--- config.mk ---
export PLATFORM = sky130hd
export DESIGN_NAME = alu_exec_unit_flat
export DESIGN_NICKNAME = d
export VERILOG_FILES = /design/src/rtl/alu_exec_if.sv /design/src/rtl/alu_exec_unit.sv /design/src/flat_wrapper.sv
export SDC_FILE = /design/constraint.sdc
export NUM_CORES = 1
export LEC_CHECK = 0
export BUFFER_PORTS_ARGS = -buffer_cell sky130_fd_sc_hd__buf_2
export CAP_MARGIN = 10
export CORE_MARGIN = 2
export CORE_UTILIZATION = 62
export CTS_CLUSTER_DIAMETER = 30
export DETAILED_ROUTE_END_ITERATION = 6
export HOLD_SLACK_MARGIN = 0.1
export PLACE_DENSITY = 0.83
export SLEW_MARGIN = 30
export SYNTH_ARGS = -nofsm -noshare
export SYNTH_HDL_FRONTEND = slang
export SYNTH_SLANG_ARGS = --single-unit
export TNS_END_PERCENT = 30
--- constraint.sdc ---
create_clock -name clk -period 5.1 [get_ports clk]
set_input_delay 0.255 -clock clk [delete_from_list [all_inputs] [get_ports clk]]
set_output_delay 0.255 -clock clk [all_outputs]
set_load 0.01 [all_outputs]
--- src/rtl/alu_exec_if.sv ---
// Request/response bundle between register-read and the ALU execute unit.
// Both sides use valid/ready handshakes; see alu_exec_unit for the transfer rule.
interface alu_exec_if #(
    parameter int WIDTH = 32
);
    logic             in_valid;
    logic             in_ready;
    logic [2:0]       alu_op;
    logic [5:0]       func;
    logic [WIDTH-1:0] a;
    logic [WIDTH-1:0] b;
    logic             out_valid;
    logic             out_ready;
    logic [WIDTH-1:0] result;
    logic             zero;
    logic [2:0]       op_code;
    logic             illegal;

    modport master (
        output in_valid, alu_op, func, a, b, out_ready,
        input  in_ready, out_valid, result, zero, op_code, illegal
    );

    modport slave (
        input  in_valid, alu_op, func, a, b, out_ready,
        output in_ready, out_valid, result, zero, op_code, illegal
    );
endinterface

--- src/rtl/alu_exec_unit.sv ---
// Sequential ALU execute stage: decodes ALUop/func, runs single-cycle ops directly
// and MUL through an iterative shift-add loop, with registered results.
module alu_exec_unit #(
    parameter int WIDTH = 32,
    parameter int CNT_W = 6
) (
    input  logic       clk,
    input  logic       rst_n,
    alu_exec_if.slave  bus,
    output logic [1:0] fsm_state
);

    // Handshake: a request transfers on a rising edge where in_valid && in_ready,
    // a result transfers on a rising edge where out_valid && out_ready. in_ready is
    // high only in IDLE and out_valid only in DONE, so at most one op is in flight.

    typedef enum logic [1:0] {
        S_IDLE = 2'd0,
        S_MUL  = 2'd1,
        S_DONE = 2'd2
    } state_t;

    localparam logic [2:0] OP_ADD = 3'b000;
    localparam logic [2:0] OP_SUB = 3'b010;
    localparam logic [2:0] OP_AND = 3'b100;
    localparam logic [2:0] OP_OR  = 3'b011;
    localparam logic [2:0] OP_SLT = 3'b101;
    localparam logic [2:0] OP_MUL = 3'b110;
    localparam logic [2:0] OP_NOP = 3'b111;

    localparam logic [CNT_W-1:0] LAST_STEP = CNT_W'(WIDTH - 1);

    state_t           state;
    state_t           state_next;

    logic [2:0]       dec_op;
    logic             dec_illegal;
    logic [WIDTH-1:0] alu_res;
    logic             accept;
    logic             is_mul;

    logic [WIDTH-1:0] mcand;
    logic [WIDTH-1:0] mplier;
    logic [WIDTH-1:0] acc;
    logic [WIDTH-1:0] acc_next;
    logic [CNT_W-1:0] cnt;
    logic             last_step;

    assign fsm_state = state;
    assign accept    = bus.in_valid && (state == S_IDLE);
    assign is_mul    = (dec_op == OP_MUL);
    assign acc_next  = mplier[0] ? (acc + mcand) : acc;
    assign last_step = (cnt == LAST_STEP);

    // Decoder: R-type selects by func, everything else by ALUop alone.
    always_comb begin
        dec_op      = OP_NOP;
        dec_illegal = 1'b0;
        if (bus.alu_op == 3'b111) begin
            case (bus.func)
                6'b100000: dec_op = OP_ADD;
                6'b100010: dec_op = OP_SUB;
                6'b100100: dec_op = OP_AND;
                6'b100101: dec_op = OP_OR;
                6'b101010: dec_op = OP_SLT;
                6'b000000: dec_op = OP_NOP;
                6'b011000: dec_op = OP_MUL;
                default:   dec_illegal = 1'b1;
            endcase
        end else begin
            case (bus.alu_op)
                3'b101:  dec_op = OP_ADD;
                3'b100:  dec_op = OP_SLT;
                3'b011:  dec_op = OP_AND;
                3'b010:  dec_op = OP_OR;
                3'b001:  dec_op = OP_ADD;
                3'b000:  dec_op = OP_SUB;
                default: dec_illegal = 1'b1;
            endcase
        end
    end

    always_comb begin
        alu_res = '0;
        case (dec_op)
            OP_ADD:  alu_res = bus.a + bus.b;
            OP_SUB:  alu_res = bus.a - bus.b;
            OP_AND:  alu_res = bus.a & bus.b;
            OP_OR:   alu_res = bus.a | bus.b;
            OP_SLT:  alu_res = {{(WIDTH-1){1'b0}}, ($signed(bus.a) < $signed(bus.b))};
            default: alu_res = '0;
        endcase
    end

    always_ff @(posedge clk) begin
        if (!rst_n) begin
            state <= S_IDLE;
        end else begin
            state <= state_next;
        end
    end

    always_comb begin
        state_next = state;
        case (state)
            S_IDLE: begin
                if (accept) begin
                    state_next = is_mul ? S_MUL : S_DONE;
                end
            end
            S_MUL: begin
                if (last_step) begin
                    state_next = S_DONE;
                end
            end
            S_DONE: begin
                if (bus.out_ready) begin
                    state_next = S_IDLE;
                end
            end
            default: state_next = S_IDLE;
        endcase
    end

    always_comb begin
        bus.in_ready  = (state == S_IDLE);
        bus.out_valid = (state == S_DONE);
    end

    // The final multiply step writes the result directly so the result is visible
    // WIDTH+1 cycles after accept; outputs are untouched while MUL iterates.
    always_ff @(posedge clk) begin
        if (!rst_n) begin
            bus.result  <= '0;
            bus.zero    <= 1'b0;
            bus.op_code <= OP_NOP;
            bus.illegal <= 1'b0;
            mcand       <= '0;
            mplier      <= '0;
            acc         <= '0;
            cnt         <= '0;
        end else if (accept && !is_mul) begin
            bus.result  <= alu_res;
            bus.zero    <= (alu_res == '0);
            bus.op_code <= dec_op;
            bus.illegal <= dec_illegal;
        end else if (accept) begin
            mcand  <= bus.a;
            mplier <= bus.b;
            acc    <= '0;
            cnt    <= '0;
        end else if (state == S_MUL) begin
            mcand  <= {mcand[WIDTH-2:0], 1'b0};
            mplier <= {1'b0, mplier[WIDTH-1:1]};
            acc    <= acc_next;
            cnt    <= cnt + CNT_W'(1);
            if (last_step) begin
                bus.result  <= acc_next;
                bus.zero    <= (acc_next == '0);
                bus.op_code <= OP_MUL;
                bus.illegal <= 1'b0;
            end
        end
    end

endmodule
--- src/flat_wrapper.sv ---
// flat-port wrapper written by rule: the top's interface ports become plain ports
module alu_exec_unit_flat 
#(
    parameter int WIDTH = 32,
    parameter int CNT_W = 6
)
  (clk, rst_n, fsm_state, bus_in_valid, bus_alu_op, bus_func, bus_a, bus_b, bus_out_ready, bus_in_ready, bus_out_valid, bus_result, bus_zero, bus_op_code, bus_illegal);
  alu_exec_if #(.WIDTH(WIDTH)) bus_i ();
  input  logic clk;
  input  logic rst_n;
  output logic [1:0] fsm_state;
  input wire logic [$bits(bus_i.in_valid)-1:0] bus_in_valid;
  input wire logic [$bits(bus_i.alu_op)-1:0] bus_alu_op;
  input wire logic [$bits(bus_i.func)-1:0] bus_func;
  input wire logic [$bits(bus_i.a)-1:0] bus_a;
  input wire logic [$bits(bus_i.b)-1:0] bus_b;
  input wire logic [$bits(bus_i.out_ready)-1:0] bus_out_ready;
  output wire logic [$bits(bus_i.in_ready)-1:0] bus_in_ready;
  output wire logic [$bits(bus_i.out_valid)-1:0] bus_out_valid;
  output wire logic [$bits(bus_i.result)-1:0] bus_result;
  output wire logic [$bits(bus_i.zero)-1:0] bus_zero;
  output wire logic [$bits(bus_i.op_code)-1:0] bus_op_code;
  output wire logic [$bits(bus_i.illegal)-1:0] bus_illegal;
  assign bus_i.in_valid = bus_in_valid;
  assign bus_i.alu_op = bus_alu_op;
  assign bus_i.func = bus_func;
  assign bus_i.a = bus_a;
  assign bus_i.b = bus_b;
  assign bus_i.out_ready = bus_out_ready;
  assign bus_in_ready = bus_i.in_ready;
  assign bus_out_valid = bus_i.out_valid;
  assign bus_result = bus_i.result;
  assign bus_zero = bus_i.zero;
  assign bus_op_code = bus_i.op_code;
  assign bus_illegal = bus_i.illegal;
  alu_exec_unit #(.WIDTH(WIDTH), .CNT_W(CNT_W)) u_core (.clk(clk), .rst_n(rst_n), .bus(bus_i), .fsm_state(fsm_state));
endmodule
==> results_dict.tcl <==
set metrics [dict create \
    yosysSeqAreaShare_pct 21.8 \
    rows 52 \
    grt_use_met1_pct 52.5 \
    wire_per_inst_um 22.3 \
    hold_depth 3 \
    final.setup_skew_ns 0.0159 \
    power_density_nw_per_um2 243 \
    grt_start_max_net_pins 74 \
    cp_slowest_cell "or3_1" \
    end_kind "flop" \
    worstHoldStart "bus_b[22]" \
    numCtsBuffers 17 \
    synth_cells 1772 \
    drc 8 \
    crit_arrival_ns 4.61 \
    status "finished, violations left" \
    cts_setup_buffers 0 \
    die-area_um2 22100 \
    diodes 0 \
    hp-class "in2reg" \
    cts_tree "built" \
    chipWidth_um 149 \
    syn_to_final_growth_pct 10.8 \
    syn_nets 1995 \
    reg2regPathDepth 11 \
    n_fill_cell 1717 \
    hpwl_um 34700 \
    synth_cell_types 80 \
    r2r_end "u_core.bus.zero$_SDFFE_PN0P_" \
    path_clk_slew_ns 0.08 \
    hold_violations 0 \
    layout.nets 2051 \
    period_minus_slack_ns 4.23 \
    finalMaxSlewViolations 0 \
    cp_top_family "simple AND/OR/NAND/NOR gates" \
    hold_buffers 6 \
    vias 14300 \
    ys_warn_count 0 \
    drt_iter0_markers 1519 \
    ff2ff_setup_slack_ns 0.87 \
    gr-usage-met3_pct 6.81 \
    tightestPinTransition_ns 1.00 \
    path_max_fanout 25 \
    io_pins 118 \
    worst-path-buf-inv 0 \
    grt_util_met2_pct 68.4 \
    violations "design-rule violations" \
    antenna_found_initial 0 \
    clock_latency_ns 0.45 \
    start_kind "flop" \
    cap_viol_max_count 0 \
    fmax_mhz 237 \
    rsz0062_at_grt "no" \
    wirelength_um 47000 \
    grt_pass1_wl_um 72900 \
    holdWs_ns 0.0988 \
    die_h_um 149 \
    critical_path_class "reg2reg" \
    start_util_pct 63.6 \
    finalSetupViolCount 0 \
    holdPathEnd "u_core.mplier[22]$_SDFFE_PN0P_" \
    drt-pass1-iter-count 7 \
    netlist_area_um2 13000 \
    track_usage_pct 42.1 \
    crit_required_ns 5.48 \
    leakage_nw 6.01 \
    r2r-start "u_core.cnt[0]$_SDFFE_PN0P_" \
    max_slew_margin_pct 32.5 \
    drive_gt1_share_pct 11.6 \
    grt_overflow 0 \
    root_buffer "clkbuf_16" \
    async_flop_share_pct 0 \
    gp_congestion 1.07 \
    via_per_inst 6.79 \
    cts.sinks 141 \
    syn_area_per_cell_um2 7.31 \
    synth_top_cell_area_share_pct 21.8 \
    busiest_layer "met2" \
    setup_tns_ns 0 \
    synth_area_leaders "dfxtp_1, ha_1, nor2_1, a21oi_1, nand2_1" \
    synth_seq_cells 141 \
    path_cells "ha_1 -> nand4_1 -> or3_1 -> nand2_1 -> nor2_1 -> or4_1 -> or4_1 -> nor4_1 -> nand4_1 -> nor4_1 -> a211o_1" \
    synth_top_area_cell "dfxtp_1" \
    period_share_pct 82.9 \
    port_buffers 117 \
    cpPeakStageDelay_ns 0.76 \
    synth_edf_count 0 \
    postRouteAntennaNets 0 \
    peakVddDrop_mv 0.208 \
    post_cts_resized 0 \
    h-tree-depth 4 \
    ys.flop_type "dfxtp_1" \
    cts_buffer_depth 2 \
    fp.coreArea_um2 20400 \
    grt_pass1_vias 13100 \
]
==> metrics by stage <==
| stage | power, mW | instance area, um^2 | worst slack (ns) | utilization (%) | std cells |
|---|---|---|---|---|---|
| after floorplan | 1.83 | 13000 | 1.49 | - | 1772 |
| after global placement | 2.16 | 13700 | 0.832 | 67.1 | 2071 |
| after detailed placement | 2.17 | 13700 | 0.799 | 67.4 | 2073 |
| after CTS | 3.44 | 14400 | 1.02 | 70.5 | 2111 |
| after global routing | 3.60 | 14400 | 0.770 | 70.5 | 2111 |
| final | 3.49 | 14400 | 0.874 | 70.5 | 2111 |
==> per-layer routing <==
| metal | routed length [um] | up-vias |
|---|---|---|
| met3 | 4700 | 216 |
| li1 | - | 6561 |
| met5 | 0 | - |
| met1 | 18000 | 6651 |
| met2 | 21000 | 913 |
| met4 | 3320 | 0 |
==> worst max-delay path by stage <==
stage	start	endpoint	slack [ns]	depth (start not counted)
finish	u_core.cnt[0]$_SDFFE_PN0P_	u_core.bus.zero$_SDFFE_PN0P_	0.87	11
floorplan	bus_a[0]	u_core.bus.zero$_SDFFE_PN0P_	1.49	15
CTS	u_core.cnt[0]$_SDFFE_PN0P_	u_core.bus.zero$_SDFFE_PN0P_	1.02	11
global placement	bus_a[0]	u_core.bus.zero$_SDFFE_PN0P_	0.83	16
global route	u_core.cnt[0]$_SDFFE_PN0P_	u_core.bus.zero$_SDFFE_PN0P_	0.77	11
detailed placement	bus_a[0]	u_core.bus.zero$_SDFFE_PN0P_	0.80	16
==> cell usage after synthesis (all sizes together) (15+ instances only) <==
master / instances
nor2: 232
nand2: 203
a21oi: 175
ha: 143
dfxtp: 141
inv: 101
clkbuf: 95
o21ai: 68
a22oi: 51
xnor2: 36
nand3: 33
a311oi: 30
a31oi: 30
mux2i: 30
a221oi: 28
a211oi: 25
a21o: 21
o21bai: 21
nor3: 18
buf: 16
nand4: 16
o31ai: 16
xor2: 16
nor4: 15
o211ai: 15
==> power breakdown <==
group | switching, mW | internal [mW]
combinational | 0.664 | 0.348
sequential | 0.0392 | 1.14
clock | 0.604 | 0.690
==> cells by family (layout without fill, tap and decap cells) <==
kind of cell | after synthesis | in the layout | share of synthesized area, %
adders and majority gates | 146 | 146 | 14.3
muxes | 35 | 35 | 2.75
buffers and inverters | 212 | 281 | 6.31
and+or+nand+nor | 603 | 603 | 20.9
DFF | 141 | 141 | 21.8
xor gates and xnor gates | 52 | 52 | 3.51
AOI/OAI and AO/OA | 583 | 583 | 30.5
==> worst reg2reg max path: cells and delay by family, from the launching register on <==
family	cells	cell delay (ns)
simple gates	9	3.44
fa+ha+maj	1	0.21
compound gates	1	0.13
flops	1	0.38
==> cell usage in the layout, fill, tap and decap left out, drive strengths merged, types with 8 or more instances in the layout <==
| cell type | n |
|---|---|
| a211o | 10 |
| a211oi | 25 |
| a21o | 21 |
| a21oi | 175 |
| a221oi | 28 |
| a22oi | 51 |
| a311oi | 30 |
| a31oi | 30 |
| and2 | 8 |
| and3 | 11 |
| buf | 142 |
| clkbuf | 18 |
| dfxtp | 141 |
| ha | 143 |
| inv | 109 |
| mux2i | 30 |
| nand2 | 203 |
| nand2b | 10 |
| nand3 | 33 |
| nand4 | 16 |
| nor2 | 232 |
| nor2b | 13 |
| nor3 | 18 |
| nor4 | 15 |
| o211ai | 15 |
| o21a | 13 |
| o21ai | 68 |
| o21bai | 21 |
| o221ai | 13 |
| o22ai | 9 |
| o31ai | 16 |
| or3 | 8 |
| xnor2 | 36 |
| xor2 | 16 |
==> state kept, by name (all words and copies together) (netlist names) <==
signal / count
u_core.acc: 32
u_core.bus.zero: 1
u_core.mplier: 32
u_core.bus.illegal: 1
u_core.fsm_state: 2
u_core.mcand: 32
u_core.bus.result: 32
u_core.cnt: 6
u_core.bus.op_code: 3
==> final cells by class <==
type                       instances  area (um^2)  area share, %
clock inverter                    14          146           1.02
tap                              270          338           2.35
clock buffer                      18          429           2.99
timing repair buffer             148          861           6.00
multi-input combinational       1419         9380           65.3
sequential                       141         2830           19.7
inverter                         101          382           2.66
No activity file was read; power rests on OpenSTA's default activity.
